$ cat src/rtl/stopwatch_pkg.sv
// Shared stopwatch definitions: record width, default lap buffer depth and
// the lap queue handshake FSM encoding.
package stopwatch_pkg;

  localparam int unsigned RecordWidth  = 32;
  localparam int unsigned DefaultDepth = 8;

  typedef logic [RecordWidth-1:0] record_t;

  typedef enum logic [2:0] {
    StIdle,
    StIssue,
    StWaitAck,
    StWaitDone,
    StClear
  } lrq_state_e;

endpackage

$ cat src/rtl/record_fifo.sv
// Lap record storage: circular buffer with wrapping pointers, occupancy count
// and full/empty flags. Flush has priority over push and pop.
module record_fifo
  import stopwatch_pkg::*;
#(
  parameter int unsigned DEPTH = DefaultDepth
) (
  input  logic                   clock,
  input  logic                   reset,
  input  logic                   push,
  input  logic                   pop,
  input  logic                   flush,
  input  record_t                push_data,
  output record_t                head_data,
  output logic [$clog2(DEPTH):0] count,
  output logic                   full,
  output logic                   empty
);

  localparam int unsigned AW = $clog2(DEPTH);
  localparam int unsigned CW = AW + 1;

  record_t         mem [DEPTH];
  logic [AW-1:0]   wr_ptr, rd_ptr;
  logic [CW-1:0]   count_q;

  // Power-of-two depth lets the pointers wrap by plain overflow.
  always_ff @(posedge clock) begin
    if (reset || flush) begin
      wr_ptr  <= '0;
      rd_ptr  <= '0;
      count_q <= '0;
    end else begin
      if (push) wr_ptr <= wr_ptr + AW'(1);
      if (pop)  rd_ptr <= rd_ptr + AW'(1);
      if (push && !pop) begin
        count_q <= count_q + CW'(1);
      end else if (!push && pop) begin
        count_q <= count_q - CW'(1);
      end
    end
  end

  always_ff @(posedge clock) begin
    if (push && !flush) mem[wr_ptr] <= push_data;
  end

  assign head_data = mem[rd_ptr];
  assign count     = count_q;
  assign full      = (count_q == CW'(DEPTH));
  assign empty     = (count_q == '0);

endmodule

$ cat src/rtl/lap_record_queue.sv
// Buffers lap timestamps and feeds them one at a time to the LCD bridge,
// with busy-based acknowledge, timeout re-issue and flush/clear handling.
module lap_record_queue
  import stopwatch_pkg::*;
#(
  parameter int unsigned DEPTH       = DefaultDepth,
  parameter int unsigned ACK_TIMEOUT = 15
) (
  input  logic                   clock,
  input  logic                   reset,
  input  logic                   capture,
  input  logic [31:0]            record_in,
  input  logic                   clear_req,
  input  logic                   lcd_busy,
  output logic                   insert,
  output logic [31:0]            new_record,
  output logic                   clear,
  output logic [$clog2(DEPTH):0] count,
  output logic                   full,
  output logic                   empty,
  output logic                   overflow
);

  localparam int unsigned TimerW = (ACK_TIMEOUT > 1) ? $clog2(ACK_TIMEOUT) : 1;
  localparam logic [TimerW-1:0] TimerLast = TimerW'(ACK_TIMEOUT - 1);

  lrq_state_e        state_q, state_d;
  logic [TimerW-1:0] timer_q, timer_d;
  logic              op_clear_q, op_clear_d;
  logic              entry_valid_q, entry_valid_d;
  logic              pending_q, pending_d;
  logic              overflow_q, overflow_d;
  record_t           new_record_q, new_record_d;

  logic    fifo_push, fifo_pop, load_head, pending_drop;
  record_t head_data;

  record_fifo #(
    .DEPTH (DEPTH)
  ) u_record_fifo (
    .clock     (clock),
    .reset     (reset),
    .push      (fifo_push),
    .pop       (fifo_pop),
    .flush     (clear_req),
    .push_data (record_in),
    .head_data (head_data),
    .count     (count),
    .full      (full),
    .empty     (empty)
  );

  always_comb begin
    state_d      = state_q;
    timer_d      = timer_q;
    op_clear_d   = op_clear_q;
    load_head    = 1'b0;
    fifo_pop     = 1'b0;
    insert       = 1'b0;
    clear        = 1'b0;
    pending_drop = 1'b0;
    case (state_q)
      StIdle: begin
        if (!lcd_busy) begin
          // A same-cycle clear_req counts as pending so a doomed entry is never issued.
          if (pending_q || clear_req) begin
            state_d = StClear;
          end else if (!empty) begin
            state_d   = StIssue;
            load_head = 1'b1;
          end
        end
      end
      StIssue: begin
        if (!entry_valid_q) begin
          state_d = StIdle;
        end else if (!lcd_busy) begin
          insert     = 1'b1;
          state_d    = StWaitAck;
          timer_d    = '0;
          op_clear_d = 1'b0;
        end
      end
      StClear: begin
        if (!lcd_busy) begin
          clear        = 1'b1;
          pending_drop = 1'b1;
          state_d      = StWaitAck;
          timer_d      = '0;
          op_clear_d   = 1'b1;
        end
      end
      StWaitAck: begin
        if (lcd_busy) begin
          state_d = StWaitDone;
        end else if (timer_q == TimerLast) begin
          if (op_clear_q) begin
            state_d = StClear;
          end else if (entry_valid_q) begin
            state_d   = StIssue;
            load_head = 1'b1;
          end else begin
            state_d = StIdle;
          end
        end else begin
          timer_d = timer_q + TimerW'(1);
        end
      end
      StWaitDone: begin
        if (!lcd_busy) begin
          state_d  = StIdle;
          fifo_pop = !op_clear_q && entry_valid_q;
        end
      end
      default: state_d = StIdle;
    endcase
  end

  // A pop in the same cycle frees the slot, so a capture at full is still taken.
  assign fifo_push = capture && !clear_req && (!full || fifo_pop);

  always_comb begin
    overflow_d    = overflow_q;
    pending_d     = pending_q;
    entry_valid_d = entry_valid_q;
    new_record_d  = new_record_q;
    if (clear_req) begin
      overflow_d    = 1'b0;
      pending_d     = 1'b1;
      entry_valid_d = 1'b0;
    end else begin
      if (capture && full && !fifo_pop) overflow_d = 1'b1;
      if (pending_drop) pending_d = 1'b0;
      if (load_head) begin
        entry_valid_d = 1'b1;
      end else if (fifo_pop) begin
        entry_valid_d = 1'b0;
      end
    end
    if (load_head) new_record_d = head_data;
  end

  always_ff @(posedge clock) begin
    if (reset) begin
      state_q       <= StIdle;
      timer_q       <= '0;
      op_clear_q    <= 1'b0;
      entry_valid_q <= 1'b0;
      pending_q     <= 1'b0;
      overflow_q    <= 1'b0;
      new_record_q  <= '0;
    end else begin
      state_q       <= state_d;
      timer_q       <= timer_d;
      op_clear_q    <= op_clear_d;
      entry_valid_q <= entry_valid_d;
      pending_q     <= pending_d;
      overflow_q    <= overflow_d;
      new_record_q  <= new_record_d;
    end
  end

  assign new_record = new_record_q;
  assign overflow   = overflow_q;

endmodule

$ cat config.mk
export PLATFORM = sky130hd
export DESIGN_NAME = lap_record_queue
export DESIGN_NICKNAME = d
export VERILOG_FILES = /design/src/rtl/stopwatch_pkg.sv /design/src/rtl/record_fifo.sv /design/src/rtl/lap_record_queue.sv
export SDC_FILE = /design/constraint.sdc
export NUM_CORES = 1
export LEC_CHECK = 0
export ABC_CLOCK_PERIOD_IN_PS = 7600
export CORE_UTILIZATION = 52
export CTS_CLUSTER_DIAMETER = 200
export DETAILED_ROUTE_END_ITERATION = 8
export PLACE_DENSITY = 0.78
export SYNTH_ARGS = -nofsm -noshare
export SYNTH_HDL_FRONTEND = slang
export SYNTH_SLANG_ARGS = --single-unit
$ cat constraint.sdc
create_clock -name clock -period 7.6 [get_ports clock]
set_clock_uncertainty 0.15 [all_clocks]
set_input_delay 1.52 -clock clock [delete_from_list [all_inputs] [get_ports clock]]
set_output_delay 1.52 -clock clock [all_outputs]
set_load 0.05 [all_outputs]
==> results.sh <==
export IMPL_status="finished, final reports clean"
export IMPL_stdcell_count=1024
export IMPL_crit_path_top_delay_cell="clkdlybuf4s50_1"
export IMPL_hold_path_class="reg2reg"
export IMPL_hold_buffers=0
export IMPL_cp_required_ns=5.93
export IMPL_critPathKind="in2out"
export IMPL_htreeDepth=1
export IMPL_yosys_top_cells_area="edfxtp_1 64%, mux4_2 12%, dfxtp_1 8.8%, mux2i_1 3.1%, a211oi_2 2.4%"
export IMPL_die_x_um=155
export IMPL_first_pass_iters=5
export IMPL_grt_pass1_wl_um=37400
export IMPL_postLayoutCellArea_um2=14100
export IMPL_slew_headroom=0.163
export IMPL_grt_pass1_vias=6493
export IMPL_setup_violations_final=0
export IMPL_antenna_found_initial=2
export IMPL_remaining_drc_errors=0
export IMPL_rsz0062_at_grt="no"
export IMPL_synth_ff_latch_count=309
export IMPL_clock_sinks=309
export IMPL_dp_hpwl_um=13400
export IMPL_clkLatencyLatePin_ns=0.55
export IMPL_synth_nets=681
export IMPL_syn_to_final_growth_pct=16.7
export IMPL_crit_path_end_kind="primary output"
export IMPL_grt_max_degree=45
export IMPL_rows=55
export IMPL_async_flop_share=0
export IMPL_final_nets=758
export IMPL_post_cts_setup_buffer_count=0
export IMPL_dp_cells=966
export IMPL_syn_inst=636
export IMPL_synth_top_area_cell="edfxtp_1"
export IMPL_cellLeakagePower_uw=0.00431
export IMPL_tritoncts="yes"
export IMPL_fill_cells=1545
export IMPL_cp_start_kind="input port"
export IMPL_setup_tns_ns=0
export IMPL_gp_congestion=0.784
export IMPL_cts_resized=0
export IMPL_portBuffers=77
export IMPL_cap_violations=0
export IMPL_cts_buffers=30
export IMPL_die_h_um=155
export IMPL_seqCellArea_um2=8750
export IMPL_route_vias_total=6182
export IMPL_critPathBufInv=2
export IMPL_core_um2=22700
export IMPL_synth_edf_count=256
export IMPL_slew_violations=0
export IMPL_seq_area_frac_synth=0.723
export IMPL_overflow=0
export IMPL_ys_warnings_count=0
export IMPL_syn_avg_cell_area_um2=19.0
export IMPL_cp_top_family="buffers and inverters"
export IMPL_vias_per_cell=6.04
export IMPL_hold_slack_ns=0.346
export IMPL_period_share=0.717
export IMPL_final_common_cell="edfxtp_1"
export IMPL_fin_crit_ns=5.45
export IMPL_netlist_area_um2=12100
export IMPL_layout_common_cells="256 x edfxtp_1, 76 x clkdlybuf4s50_1, 64 x mux4_2"
export IMPL_path_clk_slew_ns=0.06
export IMPL_totalWireLength_um=24100
export IMPL_vdd_drop_max_uv=153
export IMPL_worst_slew_pin_slew_ns=1.25
export IMPL_start_util=0.533
export IMPL_routedWlPerCell_um=23.5
export IMPL_synth_top_area_frac=0.635
export IMPL_dieArea_um2=23900
export IMPL_hold_viol=0
export IMPL_max_freq_mhz=183
export IMPL_drive_gt1_frac=0.216
export IMPL_finish_utilization=0.622
export IMPL_cts_root_buffer="clkbuf_16"
export IMPL_placed_area_um2=13100
export IMPL_crit_path_cell_trace="clkdlybuf4s50_1 > nor4bb_1 > and2_1 > clkdlybuf4s50_1"
export IMPL_ant_nets=0
export IMPL_path_max_fanout=13
export IMPL_synth_cell_types=53
export IMPL_crit_top_cell="clkdlybuf4s50_1"
export IMPL_ctsLongestPathBuffers=3
export IMPL_critPathMaxStageDelay_ns=0.80
export IMPL_io_pins=78
export IMPL_synthFlopType="edfxtp_1"
export IMPL_multi_input_area_um2=3180
export IMPL_arrival_ns=3.78
export IMPL_power_density_nw_per_um2=248
export IMPL_drtIter0Drc=492
export IMPL_grt_usage=0.208
-- final cells by class --
class,instances,area share
flip-flops and latches,309,0.620
well taps,285,0.0253
clock inverters,11,0.0106
clock buffers,45,0.0586
multi-input cells,281,0.225
inverters,6,0.00160
repair buffers,85,0.0585
diodes,2,0.000354
-- sequential cells by signal, summed over array words and instances (netlist names) --
register and count:
op_clear_q 1, pending_q 1, overflow 1, u_record_fifo.wr_ptr 3, state_q 3, u_record_fifo.rd_ptr 3
u_record_fifo.count 4, new_record 32, entry_valid_q 1, timer_q 4, u_record_fifo.mem 256
-- report_power, final --
part | total [uW] | switching, uW | internal (uW)
Combinational | 170 | 105 | 65.1
Clock | 1460 | 599 | 856
Sequential | 1870 | 17.3 | 1850
-- worst reg2reg max path, cell delays in order, from the launching register on --
cell and delay, ns:
dfxtp_1 0.62, nor4b_2 0.48, a21boi_1 0.22, or4_1 0.62
nor2_4 0.90
-- path summary, 6_finish.rpt --
check                  start                 endpoint  slack (ns)  cells past startpoint
setup reg to reg  state_q[1]  u_record_fifo.mem[1][0]        4.19                      4
hold / removal    timer_q[2]               timer_q[2]        0.35                      2
setup / recovery    lcd_busy                   insert        2.15                      4
hold reg to reg   timer_q[2]               timer_q[2]        0.35                      2
-- per-stage QoR --
step | worst slack [ns] | power [uW]
2_1_floorplan | 2.28 | 2000
3_3_place_gp | 2.30 | 2060
3_5_place_dp | 2.19 | 2080
4_1_cts | 2.20 | 3520
5_1_grt | 2.12 | 3590
6_report | 2.15 | 3500
-- metal layers --
layer	track usage	vias to the layer above	share of wire
li1	-	2740	-
met2	0.364	192	0.52
met4	0.0679	0	0.022
met1	0.269	3208	0.40
met5	0	-	0
met3	0.0305	42	0.054
-- synthesized netlist by cell type (3+ instances only) --
cell / n
xor2_1: 3
mux2i_1: 37
buf_6: 3
or3_1: 3
ha_1: 7
clkbuf_1: 19
o21ai_0: 6
dfxtp_1: 53
nor3_1: 35
mux4_2: 64
buf_4: 7
a211oi_1: 11
buf_2: 9
edfxtp_1: 256
nand2b_1: 5
inv_1: 6
nor2_1: 22
a21boi_1: 3
a21oi_1: 10
nand3_1: 5
a211oi_2: 23
nand2_1: 7
-- cells by family (layout without fill, tap and decap cells) --
logic type      after synthesis  in the layout  synth area share
buf+inv                      46            147            0.0192
xor+xnor                      5              5           0.00362
simple gates                101            101            0.0475
mux                         101            101             0.150
fa+ha+maj                     8              8           0.00889
flops                       309            309             0.723
compound gates               66             66            0.0479
other cells                   0              2                 0
Note: power is estimated with default switching activity, not from simulation.
